==> src/rtl/writeback_stage.sv <==
`default_nettype none
// ============================================================================
// Module   : writeback_stage
// Purpose  : Final pipeline stage. Selects the write-back value (ALU result or
//            load data), owns the architectural register file with two
//            combinational read ports (with write-through bypass), keeps the
//            per-register busy scoreboard used by decode, and publishes a
//            registered forwarding bus plus a retired-instruction counter.
// Ports    : I_CLOCK        - stage clock, state updates on the falling edge
//            I_LOCK         - asynchronous active-low reset (0 = held)
//            I_Opcode       - opcode from the memory stage
//            I_ALUOut       - ALU result from the memory stage
//            I_MemOut       - load data from the memory stage
//            I_DestRegIdx   - destination register index
//            I_FetchStall   - bubble marker
//            I_DepStall     - bubble marker
//            I_RdIdxA/B     - decode read-port indices
//            I_SetBusy      - decode issued a register-writing instruction
//            I_SetBusyIdx   - destination of that instruction
//            O_RdDataA/B    - read-port data (combinational, bypassed)
//            O_Busy         - scoreboard, bit i = write to Ri pending
//            O_WBValid      - registered: a write retired this cycle
//            O_WBRegIdx     - registered index of that write
//            O_WBValue      - registered value of that write
//            O_RetireCount  - count of non-bubble instructions retired
// Revision : 1.0 - initial release
// ============================================================================
module writeback_stage #(
  parameter int NUM_REGS     = 16,
  parameter int IDX_WIDTH    = 4,
  parameter int REG_WIDTH    = 16,
  parameter int OPCODE_WIDTH = 8,
  parameter int CNT_WIDTH    = 16
) (
  input  logic                    I_CLOCK,
  input  logic                    I_LOCK,
  input  logic [OPCODE_WIDTH-1:0] I_Opcode,
  input  logic [REG_WIDTH-1:0]    I_ALUOut,
  input  logic [REG_WIDTH-1:0]    I_MemOut,
  input  logic [IDX_WIDTH-1:0]    I_DestRegIdx,
  input  logic                    I_FetchStall,
  input  logic                    I_DepStall,
  input  logic [IDX_WIDTH-1:0]    I_RdIdxA,
  input  logic [IDX_WIDTH-1:0]    I_RdIdxB,
  input  logic                    I_SetBusy,
  input  logic [IDX_WIDTH-1:0]    I_SetBusyIdx,
  output logic [REG_WIDTH-1:0]    O_RdDataA,
  output logic [REG_WIDTH-1:0]    O_RdDataB,
  output logic [NUM_REGS-1:0]     O_Busy,
  output logic                    O_WBValid,
  output logic [IDX_WIDTH-1:0]    O_WBRegIdx,
  output logic [REG_WIDTH-1:0]    O_WBValue,
  output logic [CNT_WIDTH-1:0]    O_RetireCount
);

  // Opcode encodings shared with the rest of the pipeline.
  localparam logic [OPCODE_WIDTH-1:0] OP_ADD_D  = OPCODE_WIDTH'(8'h01);
  localparam logic [OPCODE_WIDTH-1:0] OP_ADDI_D = OPCODE_WIDTH'(8'h03);
  localparam logic [OPCODE_WIDTH-1:0] OP_AND_D  = OPCODE_WIDTH'(8'h05);
  localparam logic [OPCODE_WIDTH-1:0] OP_ANDI_D = OPCODE_WIDTH'(8'h07);
  localparam logic [OPCODE_WIDTH-1:0] OP_MOV    = OPCODE_WIDTH'(8'h09);
  localparam logic [OPCODE_WIDTH-1:0] OP_MOVI_D = OPCODE_WIDTH'(8'h0B);
  localparam logic [OPCODE_WIDTH-1:0] OP_LDW    = OPCODE_WIDTH'(8'h10);
  localparam logic [OPCODE_WIDTH-1:0] OP_JSR    = OPCODE_WIDTH'(8'h2A);
  localparam logic [OPCODE_WIDTH-1:0] OP_JSRR   = OPCODE_WIDTH'(8'h2B);

  // --------------------------------------------------------------------------
  // State
  // --------------------------------------------------------------------------
  logic [REG_WIDTH-1:0] rf_q [NUM_REGS];
  logic [REG_WIDTH-1:0] rf_d [NUM_REGS];
  logic [NUM_REGS-1:0]  busy_q,     busy_d;
  logic                 wb_valid_q, wb_valid_d;
  logic [IDX_WIDTH-1:0] wb_idx_q,   wb_idx_d;
  logic [REG_WIDTH-1:0] wb_value_q, wb_value_d;
  logic [CNT_WIDTH-1:0] count_q,    count_d;

  // --------------------------------------------------------------------------
  // Decode of the incoming instruction
  // --------------------------------------------------------------------------
  logic                 valid;
  logic                 we;
  logic                 is_load;
  logic                 do_write;
  logic [REG_WIDTH-1:0] wr_value;

  // I_LOCK is folded in so the read-port bypass is also suppressed in reset.
  assign valid = I_LOCK & ~I_FetchStall & ~I_DepStall;

  always_comb begin
    we      = 1'b0;
    is_load = 1'b0;
    case (I_Opcode)
      OP_ADD_D, OP_ADDI_D, OP_AND_D, OP_ANDI_D,
      OP_MOV, OP_MOVI_D, OP_JSR, OP_JSRR: we = 1'b1;
      OP_LDW: begin
        we      = 1'b1;
        is_load = 1'b1;
      end
      default: begin
      end
    endcase
  end

  assign do_write = valid & we;
  assign wr_value = is_load ? I_MemOut : I_ALUOut;

  // --------------------------------------------------------------------------
  // Register file next state and read ports
  // --------------------------------------------------------------------------
  always_comb begin
    rf_d = rf_q;
    if (do_write) begin
      rf_d[I_DestRegIdx] = wr_value;
    end
  end

  // Write-through: a reader in the same cycle as the producer retires sees
  // the incoming value rather than the stale entry.
  assign O_RdDataA = (do_write && (I_DestRegIdx == I_RdIdxA)) ? wr_value : rf_q[I_RdIdxA];
  assign O_RdDataB = (do_write && (I_DestRegIdx == I_RdIdxB)) ? wr_value : rf_q[I_RdIdxB];

  // --------------------------------------------------------------------------
  // Scoreboard: a newly issued producer wins over the retiring one, so a
  // same-cycle set and clear on one register leaves it busy.
  // --------------------------------------------------------------------------
  generate
    for (genvar gi = 0; gi < NUM_REGS; gi++) begin : g_busy
      logic set_bit;
      logic clr_bit;
      assign set_bit = I_SetBusy & (I_SetBusyIdx == IDX_WIDTH'(gi));
      assign clr_bit = do_write & (I_DestRegIdx == IDX_WIDTH'(gi));
      assign busy_d[gi] = set_bit ? 1'b1 : (clr_bit ? 1'b0 : busy_q[gi]);
    end
  endgenerate

  // --------------------------------------------------------------------------
  // Forwarding bus and retire counter. Non-writing instructions still retire
  // and publish their index with a zero value; bubbles leave index/value as is.
  // --------------------------------------------------------------------------
  always_comb begin
    wb_valid_d = do_write;
    wb_idx_d   = wb_idx_q;
    wb_value_d = wb_value_q;
    count_d    = count_q;
    if (valid) begin
      wb_idx_d   = I_DestRegIdx;
      wb_value_d = we ? wr_value : '0;
      count_d    = count_q + CNT_WIDTH'(1);
    end
  end

  // --------------------------------------------------------------------------
  // Falling-edge state update, asynchronous reset
  // --------------------------------------------------------------------------
  always_ff @(negedge I_CLOCK or negedge I_LOCK) begin
    if (!I_LOCK) begin
      for (int i = 0; i < NUM_REGS; i++) begin
        rf_q[i] <= '0;
      end
      busy_q     <= '0;
      wb_valid_q <= 1'b0;
      wb_idx_q   <= '0;
      wb_value_q <= '0;
      count_q    <= '0;
    end else begin
      rf_q       <= rf_d;
      busy_q     <= busy_d;
      wb_valid_q <= wb_valid_d;
      wb_idx_q   <= wb_idx_d;
      wb_value_q <= wb_value_d;
      count_q    <= count_d;
    end
  end

  assign O_Busy        = busy_q;
  assign O_WBValid     = wb_valid_q;
  assign O_WBRegIdx    = wb_idx_q;
  assign O_WBValue     = wb_value_q;
  assign O_RetireCount = count_q;

endmodule
`default_nettype wire

==> config.mk <==
export PLATFORM = sky130hd
export DESIGN_NAME = writeback_stage
export DESIGN_NICKNAME = d
export VERILOG_FILES = /design/src/rtl/writeback_stage.sv
export SDC_FILE = /design/constraint.sdc
export NUM_CORES = 1
export LEC_CHECK = 0
export CAP_MARGIN = 30
export CORE_MARGIN = 5
export CORE_UTILIZATION = 55
export DETAILED_ROUTE_END_ITERATION = 8
export HOLD_SLACK_MARGIN = 0.08
export MAX_ROUTING_LAYER = met4
export PLACE_DENSITY = 0.77
export SYNTH_ARGS = -nofsm -noshare
export SYNTH_HDL_FRONTEND = slang
export SYNTH_SLANG_ARGS = --single-unit
==> constraint.sdc <==
create_clock -name I_CLOCK -period 6.1 [get_ports I_CLOCK]
set_input_delay 0.61 -clock I_CLOCK [delete_from_list [all_inputs] [get_ports I_CLOCK]]
set_output_delay 0.61 -clock I_CLOCK [all_outputs]
set_load 0.01 [all_outputs]
==> impl_metrics.py, run 1 <==
metrics = {
    "run_status": {
        "status": "complete, no violations",
    },
    "sta": {
        "relSlewSlack": 0.2964,
        "setup_viol": 0,
        "worstMarginPinSlew_ns": 1.055,
        "fin_worst_skew_ns": 0.004734,
        "tns_ns": 0,
        "finalMaxSlewViolations": 0,
        "fin_ws_ns": 0.03404,
        "hold_viol_final": 0,
    },
    "clock_tree": {
        "clock_sinks": 309,
        "cts-root-buf": "clkbuf_16",
        "cts_tree": "yes",
        "clockBufferDepth": 3,
        "insertion_delay_ns": 0.52,
        "cts-htree-levels": 2,
        "clkSlewWorstSetupHoldPaths_ns": 0.05,
        "cts_buffers": 34,
    },
    "grt": {
        "antenna_found_initial": 2,
        "track_usage": 0.2751,
        "grt_pass1_vias": 11410,
        "grt_start_max_net_pins": 190,
        "grt-ovfl-total": 0,
        "grt_pass1_wl_um": 69580,
    },
    "floorplanning": {
        "ioPinCount": 146,
        "dieWidth_um": 184.3,
        "fp.dieArea_um2": 33970,
        "core_um2": 29800,
        "fp-row-count": 63,
        "die_h_um": 184.3,
        "start_util": 0.5609,
    },
    "place": {
        "gp_congestion": 0.9145,
        "hpwl_um": 28810,
        "dp_slack_ns": 0.02373,
        "placed_cell_area_um2": 18760,
        "io_buffers": 145,
    },
    "routing": {
        "drt-initial-drc-count": 967,
        "drc": 0,
        "via_per_inst": 6.445,
        "dr.pass1.iters": 5,
        "antenna_left": 0,
        "wl_um": 44650,
        "vias": 10730,
        "wl_per_cell_um": 26.83,
    },
    "power": {
        "peakVddDrop_uv": 159.2,
        "leakage_nw": 9.205,
        "p_per_area_nw_per_um2": 234.7,
    },
    "hold_path": {
        "worstHoldPathType": "reg -> reg",
    },
    "setup_path": {
        "worstPathArrival_ns": 5.46,
        "cpLargestDelayFamily": "multiplexers",
        "crit_path_end_kind": "output pin",
        "cp.required_ns": 5.49,
        "critPathLaunchType": "flip-flop",
        "crit_chain": "mux4_2, mux2_4, a22o_1, mux2_2, clkdlybuf4s15_1",
        "crit_type": "reg -> out",
        "max_stage_delay_ns": 0.49,
        "critical_path_buf_inv_count": 1,
        "cp_max_fo": 3,
        "crit_path_top_delay_cell": "mux4_2",
    },
    "cells_and_area": {
        "final_nets": 1308,
        "n_fill_cell": 2015,
        "layout-drive-gt1-share": 0.4772,
        "mostFrequentLayoutCells": "309 x dfrtn_1, 251 x mux2_2, 124 x mux4_2",
        "final_area_um2": 20180,
        "area_growth_syn_to_layout_pct": 20.72,
        "mostFrequentLayoutCell": "dfrtn_1",
    },
    "synthesis": {
        "seq_area_frac_synth": 0.4627,
        "synth_top_flop_cell": "dfrtn_1",
        "avgSynthCellArea_um2": 15.11,
        "postSynthCellCount": 1106,
        "synthArstFlopShare": 1.000,
        "syn-num-nets": 1168,
        "synth_edf_count": 0,
        "syn_area_um2": 16710,
        "ys_warn_count": 0,
        "synth_seq_cells": 309,
        "synthDistinctLibCells": 47,
    },
    "job": {
        "drv_cap": 0,
    },
}
metal layers:
metal | track usage | wire length [um] | part of all wire | vias to the layer above
met3 | 0.03947 | 2699 | 0.060 | 85
met2 | 0.4338 | 22180 | 0.50 | 402
met4 | 0.09139 | 1456 | 0.033 | 0
met5 | - | 0 | 0 | -
met1 | 0.3730 | 18310 | 0.41 | 5687
li1 | - | - | - | 4551
area by class of cell:
cell class | instances | area, um2 | area share
inverter | 19 | 71.32 | 0.003535
clock buffer | 46 | 989.7 | 0.04905
timing repair buffer | 193 | 2066 | 0.1024
antenna | 2 | 5.005 | 0.0002481
clock inverter | 16 | 185.2 | 0.009178
tap | 390 | 488.0 | 0.02419
sequential | 309 | 7732 | 0.3833
multi-input combinational | 689 | 8638 | 0.4282
stage by stage:
step / util / hold slack, ns / instances / total power, W
3_3_place_gp: 0.6295 / 0.4139 / 1597 / 0.002605
3_5_place_dp: 0.6295 / 0.4276 / 1597 / 0.002615
2_1_floorplan: - / 0.4481 / 1106 / 0.002390
4_1_cts: 0.6743 / 0.4316 / 1659 / 0.004768
6_report: 0.6771 / 0.4270 / 1664 / 0.004736
5_1_grt: 0.6771 / 0.4601 / 1664 / 0.004901
synthesized netlist by cell type (2+ instances only):
cell type,n,area (um2)
a2111oi_0,4,35.03
a211oi_1,4,30.03
a22o_1,17,148.9
a22oi_1,56,420.4
and2_1,2,12.51
and3_1,4,25.02
buf_1,14,52.55
buf_2,4,20.02
buf_4,4,30.03
buf_6,17,191.4
clkbuf_1,50,187.7
dfrtn_1,309,7732
inv_1,18,67.56
mux2_2,254,2860
mux2_4,54,810.8
mux4_2,124,2793
nand2_1,53,198.9
nand2b_1,5,31.28
nand3_1,8,40.04
nand3b_1,3,22.52
nor2_1,6,22.52
nor2b_1,15,93.84
nor3_1,2,10.01
nor4_1,2,12.51
nor4_4,18,382.9
o22ai_1,12,75.07
o32ai_1,4,35.03
o41ai_1,3,26.28
xnor2_1,15,131.4
xor2_1,8,70.07
power breakdown:
group | switching, W | internal [W] | total, W
Sequential | 0.0000358 | 0.00211 | 0.00214
Combinational | 0.000253 | 0.000193 | 0.000446
Clock | 0.000837 | 0.00131 | 0.00215
registers in the layout, summed over array words and instances (netlist names):
signal,cells
O_WBValid,1
rf_q,256
O_Busy,16
O_RetireCount,16
O_WBRegIdx,4
O_WBValue,16
worst reg2reg max path, cell delays in order (launching register included):
cell,delay (ns)
dfrtn_1,0.48
and4_1,0.25
and3_1,0.20
and3_1,0.22
nand3_1,0.11
xnor2_1,0.14
cell families after synthesis:
group / after synthesis / synth area share
AND/OR/NAND/NOR: 129 / 0.05697
buffers and inverters: 108 / 0.03309
multiplexers: 433 / 0.3874
flip-flops: 309 / 0.4627
XOR/XNOR: 23 / 0.01205
AO/OA/AOI/OAI: 103 / 0.04709
adder cells (fa/ha/maj): 1 / 0.0007486
final timing paths:
check / slack [ns] / endpoint / depth (start not counted) / start
max reg2reg: 4.54 / O_RetireCount[15]$_DFFE_NN0P_ / 5 / O_RetireCount[5]$_DFFE_NN0P_
max in group asynchronous: 1.43 / rf_q[15]$_DFFE_NN0P_ / 3 / I_LOCK
min reg2reg: 0.43 / O_RetireCount[13]$_DFFE_NN0P_ / 1 / O_RetireCount[13]$_DFFE_NN0P_
min: 0.43 / O_RetireCount[13]$_DFFE_NN0P_ / 1 / O_RetireCount[13]$_DFFE_NN0P_
max: 0.03 / O_RdDataB[8] / 5 / rf_q[8]$_DFFE_NN0P_
min in group asynchronous: 3.15 / O_RetireCount[8]$_DFFE_NN0P_ / 2 / I_LOCK
what timing repair did:
action                                  4_1_cts  5_1_grt
pin swaps                                    11        1
resized for setup                            71        5
endpoints found under the setup margin       32        4
hold buffers                                  0        0
buffers inserted                              0        0
No activity file was read; power rests on OpenSTA's default activity.
==> run 2, diff against run 1 <==
Settings changed: CORE_ASPECT_RATIO from default to 0.6.
==> impl_metrics.py, run 2 (synthesis gave the netlist of run 1 again) <==
metrics = {
    "run_status": {
        "status": "complete, no violations",
    },
    "cells_and_area": {
        "final_util": 0.6677,
        "regMostFlops": "rf_q",
        "final_nets": 1318,
        "layout-drive-gt1-share": 0.4804,
        "area_growth_syn_to_layout_pct": 19.77,
        "final_area_um2": 20020,
        "largest_reg_flops": 256,
        "mostFrequentLayoutCells": "309 x dfrtn_1, 248 x mux2_2, 124 x mux4_2",
        "mostFrequentLayoutCell": "dfrtn_1",
    },
    "grt": {
        "grt_pass1_vias": 11420,
        "grt_pass1_wl_um": 71690,
        "grt_start_max_net_pins": 161,
        "track_usage": 0.2768,
        "grt-ovfl-total": 0,
        "antenna_found_initial": 1,
    },
    "routing": {
        "dr.pass1.iters": 6,
        "wl_um": 46450,
        "wl_per_cell_um": 27.57,
        "antenna_left": 0,
        "drc": 0,
        "vias": 11120,
        "drt-initial-drc-count": 1114,
        "via_per_inst": 6.598,
    },
    "clock_tree": {
        "cts-htree-levels": 1,
        "cts_buffers": 29,
        "cts_tree": "yes",
        "insertion_delay_ns": 0.55,
        "cts-root-buf": "clkbuf_16",
        "clockBufferDepth": 3,
        "clock_sinks": 309,
        "clkSlewWorstSetupHoldPaths_ns": 0.05,
    },
    "setup_path": {
        "critPathLaunchType": "flip-flop",
        "crit_path_end_kind": "output pin",
        "cp_max_fo": 3,
        "crit_type": "reg -> out",
        "rrSetupSlack_ns": 4.47,
        "worstPathArrival_ns": 5.45,
        "cp.required_ns": 5.49,
    },
    "place": {
        "hpwl_um": 30810,
        "io_buffers": 145,
        "placed_cell_area_um2": 18850,
        "gp_congestion": 0.8265,
    },
    "floorplanning": {
        "fp-row-count": 49,
        "start_util": 0.5574,
        "core_um2": 29980,
        "ioPinCount": 146,
        "die_h_um": 145.0,
        "fp.dieArea_um2": 34090,
        "dieWidth_um": 235.0,
    },
    "sta": {
        "finalMaxSlewViolations": 0,
        "setup_viol": 0,
        "relSlewSlack": 0.2999,
        "hold_viol_final": 0,
        "rsz0062_at_grt": "no",
        "worstMarginPinSlew_ns": 1.047,
        "fin_worst_skew_ns": 0.005972,
        "tns_ns": 0,
    },
    "job": {
        "drv_cap": 0,
    },
    "hold_path": {
        "worstHoldPathType": "reg -> reg",
    },
    "power": {
        "peakVddDrop_uv": 176.7,
        "power_w": 0.004500,
        "leakage_nw": 9.134,
        "p_per_area_nw_per_um2": 224.8,
    },
}
==> run 2: metrics by stage <==
step / hold WS [ns] / setup WS [ns] / cells
global placement: 0.4141 / 0.01028 / 1629
finish: 0.4186 / 0.04199 / 1685
floorplan: 0.4481 / 0.3352 / 1106
detailed placement: 0.4224 / -0.06519 / 1630
CTS: 0.4238 / -0.05077 / 1682
global route: 0.4537 / 0.006615 / 1685
==> run 2: path summary, 6_finish.rpt <==
kind	end	cells after the start	from
setup reg to reg	O_RetireCount[13]$_DFFE_NN0P_	5	O_RetireCount[4]$_DFFE_NN0P_
hold / removal	O_RetireCount[15]$_DFFE_NN0P_	1	O_RetireCount[15]$_DFFE_NN0P_
max in group asynchronous	rf_q[212]$_DFFE_NN0P_	3	I_LOCK
hold reg to reg	O_RetireCount[15]$_DFFE_NN0P_	1	O_RetireCount[15]$_DFFE_NN0P_
min in group asynchronous	O_RetireCount[14]$_DFFE_NN0P_	2	I_LOCK
setup / recovery	O_RdDataA[6]	6	rf_q[22]$_DFFE_NN0P_
==> run 2: metal layers <==
layer / vias up / track usage / part of all wire
met5: - / - / 0
met4: 0 / 0.06709 / 0.025
met3: 80 / 0.06942 / 0.095
met2: 568 / 0.3835 / 0.44
met1: 5899 / 0.4152 / 0.44
li1: 4570 / - / -
==> run 2: cell type report <==
class                      count  area (um2)
multi-input combinational    689        8645
tap                          408       510.5
inverter                      19       71.32
clock inverter                 6       108.9
antenna                        1       2.502
sequential                   309        7732
timing repair buffer         208        2071
clock buffer                  45       875.8
fill                        2075        9963
==> run 2: worst max-delay path, stage by stage, from the launching register on <==
cell,delay [ns]
dfrtn_1,0.37
mux4_2,0.49
mux2_4,0.33
nand2_1,0.09
o41ai_1,0.10
mux2_4,0.32
clkbuf_2,0.14
==> run 2: power by group <==
part / switching, W / internal [W]
Combinational: 0.000259 / 0.000191
Sequential: 0.0000391 / 0.00210
Clock: 0.000798 / 0.00111
==> run 2: timing repair <==
| action | CTS | global route |
|---|---|---|
| setup buffers | 1 | 0 |
| resized for setup | 81 | 6 |
| pin swaps | 19 | 3 |
| setup endpoints to repair | 32 | 6 |
| hold buffers | 0 | 0 |
==> run 3, diff against run 2 <==
Settings changed: REMOVE_ABC_BUFFERS from default to 1.
==> impl_metrics.py, run 3 (synthesis gave the netlist of run 1 again) <==
metrics = {
    "run_status": {
        "status": "complete, no violations",
    },
    "clock_tree": {
        "holdBufCountCts": 0,
        "cts_buffers": 29,
        "cts_tree": "yes",
        "clockBufferDepth": 3,
        "cts-htree-levels": 1,
        "clock_sinks": 309,
        "cts-root-buf": "clkbuf_16",
        "clkSlewWorstSetupHoldPaths_ns": 0.05,
        "insertion_delay_ns": 0.56,
    },
    "place": {
        "hpwl_um": 29500,
        "io_buffers": 145,
        "placed_cell_area_um2": 18840,
        "gp_congestion": 0.8599,
    },
    "setup_path": {
        "cp.required_ns": 5.49,
        "crit_path_top_delay_cell": "mux4_2",
        "max_stage_delay_ns": 0.47,
        "critPathLaunchType": "flip-flop",
        "crit_path_end_kind": "output pin",
        "cpLargestDelayFamily": "multiplexers",
        "crit_chain": "mux4_2, mux2_2, a22o_1, mux2_2, dlygate4sd2_1",
        "critical_path_buf_inv_count": 1,
        "cp_max_fo": 3,
        "crit_type": "reg -> out",
        "worstPathArrival_ns": 5.45,
        "cpMostUsedCell": "mux2_2",
    },
    "floorplanning": {
        "fp.dieArea_um2": 34090,
        "start_util": 0.5574,
        "core_um2": 29980,
        "dieWidth_um": 235.0,
        "die_h_um": 145.0,
        "fp-row-count": 49,
        "ioPinCount": 146,
    },
    "routing": {
        "wl_um": 46560,
        "via_per_inst": 6.585,
        "antenna_left": 0,
        "dr.pass1.iters": 5,
        "wl_per_cell_um": 27.58,
        "vias": 11120,
        "drc": 0,
        "drt-initial-drc-count": 1025,
    },
    "cells_and_area": {
        "area_growth_syn_to_layout_pct": 18.81,
        "layout-drive-gt1-share": 0.4609,
        "mostFrequentLayoutCell": "dfrtn_1",
        "regArea_um2": 7732,
        "num_antenna_cells": 0,
        "final_nets": 1319,
        "mostFrequentLayoutCells": "309 x dfrtn_1, 254 x mux2_2, 124 x mux4_2",
        "final_util": 0.6623,
        "regMostFlops": "rf_q",
        "n_fill_cell": 2129,
        "multi_input_area_um2": 8498,
        "final_area_um2": 19860,
        "largest_reg_flops": 256,
    },
    "sta": {
        "worstMarginPinSlew_ns": 1.053,
        "setup_viol": 0,
        "fin_worst_skew_ns": 0.003248,
        "finalMaxSlewViolations": 0,
        "rsz0062_at_grt": "no",
        "relSlewSlack": 0.2977,
        "hold_viol_final": 0,
    },
    "power": {
        "leakage_nw": 9.119,
        "peakVddDrop_uv": 226.4,
        "p_per_area_nw_per_um2": 224.1,
    },
    "job": {
        "drv_cap": 0,
    },
    "grt": {
        "grt_pass1_vias": 11660,
        "antenna_found_initial": 0,
        "grt_start_max_net_pins": 138,
        "grt_pass1_wl_um": 72820,
        "grt-ovfl-total": 0,
        "track_usage": 0.2809,
    },
    "hold_path": {
        "worstHoldPathType": "reg -> reg",
    },
}
run 3: where the power goes:
part	switching, W	internal, W	leakage (nW)	total, W
clock network	0.000828	0.00104	0.479	0.00187
registers	0.0000405	0.00210	4.21	0.00214
logic	0.000249	0.000189	4.43	0.000439
total	0.00112	0.00333	9.12	0.00445
run 3: through the flow:
step           setup slack [ns]  power, W  cells  hold WS [ns]  TNS (ns)
6_report                0.04217  0.004449   1688        0.4242         0
5_1_grt                0.002328  0.004590   1688        0.4491         0
3_3_place_gp            -0.1535  0.002607   1630        0.4161    -8.259
3_5_place_dp            -0.1256  0.002617   1631        0.4266    -3.973
2_1_floorplan            -2.537  0.002342   1017        0.4481   -619.27
4_1_cts                 0.01622  0.004466   1685        0.4281         0
run 3: area by class of cell:
cell class,count,area share
repair buffers,209,0.1044
well taps,408,0.02571
clock inverters,15,0.007436
flip-flops and latches,309,0.3894
inverters,19,0.003592
clock buffers,39,0.04146
multi-input cells,689,0.4280
run 3: path summary, 6_finish.rpt:
path	start	to	slack [ns]	depth (start not counted)
worst max-delay path	rf_q[24]$_DFFE_NN0P_	O_RdDataB[8]	0.04	5
worst min-delay path	O_RetireCount[15]$_DFFE_NN0P_	O_RetireCount[15]$_DFFE_NN0P_	0.42	1
worst min register to register	O_RetireCount[15]$_DFFE_NN0P_	O_RetireCount[15]$_DFFE_NN0P_	0.42	1
worst max register to register	O_RetireCount[4]$_DFFE_NN0P_	O_RetireCount[13]$_DFFE_NN0P_	4.49	5
max in group asynchronous	I_LOCK	rf_q[194]$_DFFE_NN0P_	1.55	3
min in group asynchronous	I_LOCK	rf_q[119]$_DFFE_NN0P_	3.12	2
run 3: metal layers:
| metal | track usage | part of all wire |
|---|---|---|
| met1 | 0.4078 | 0.44 |
| met3 | 0.06316 | 0.090 |
| met4 | 0.06476 | 0.026 |
| met2 | 0.4115 | 0.45 |
| met5 | - | 0 |
run 3: repair_timing:
item,in CTS,in global routing
resized for setup,43,5
endpoints found under the setup margin,32,4
setup buffers,0,3
pin swaps,2,0
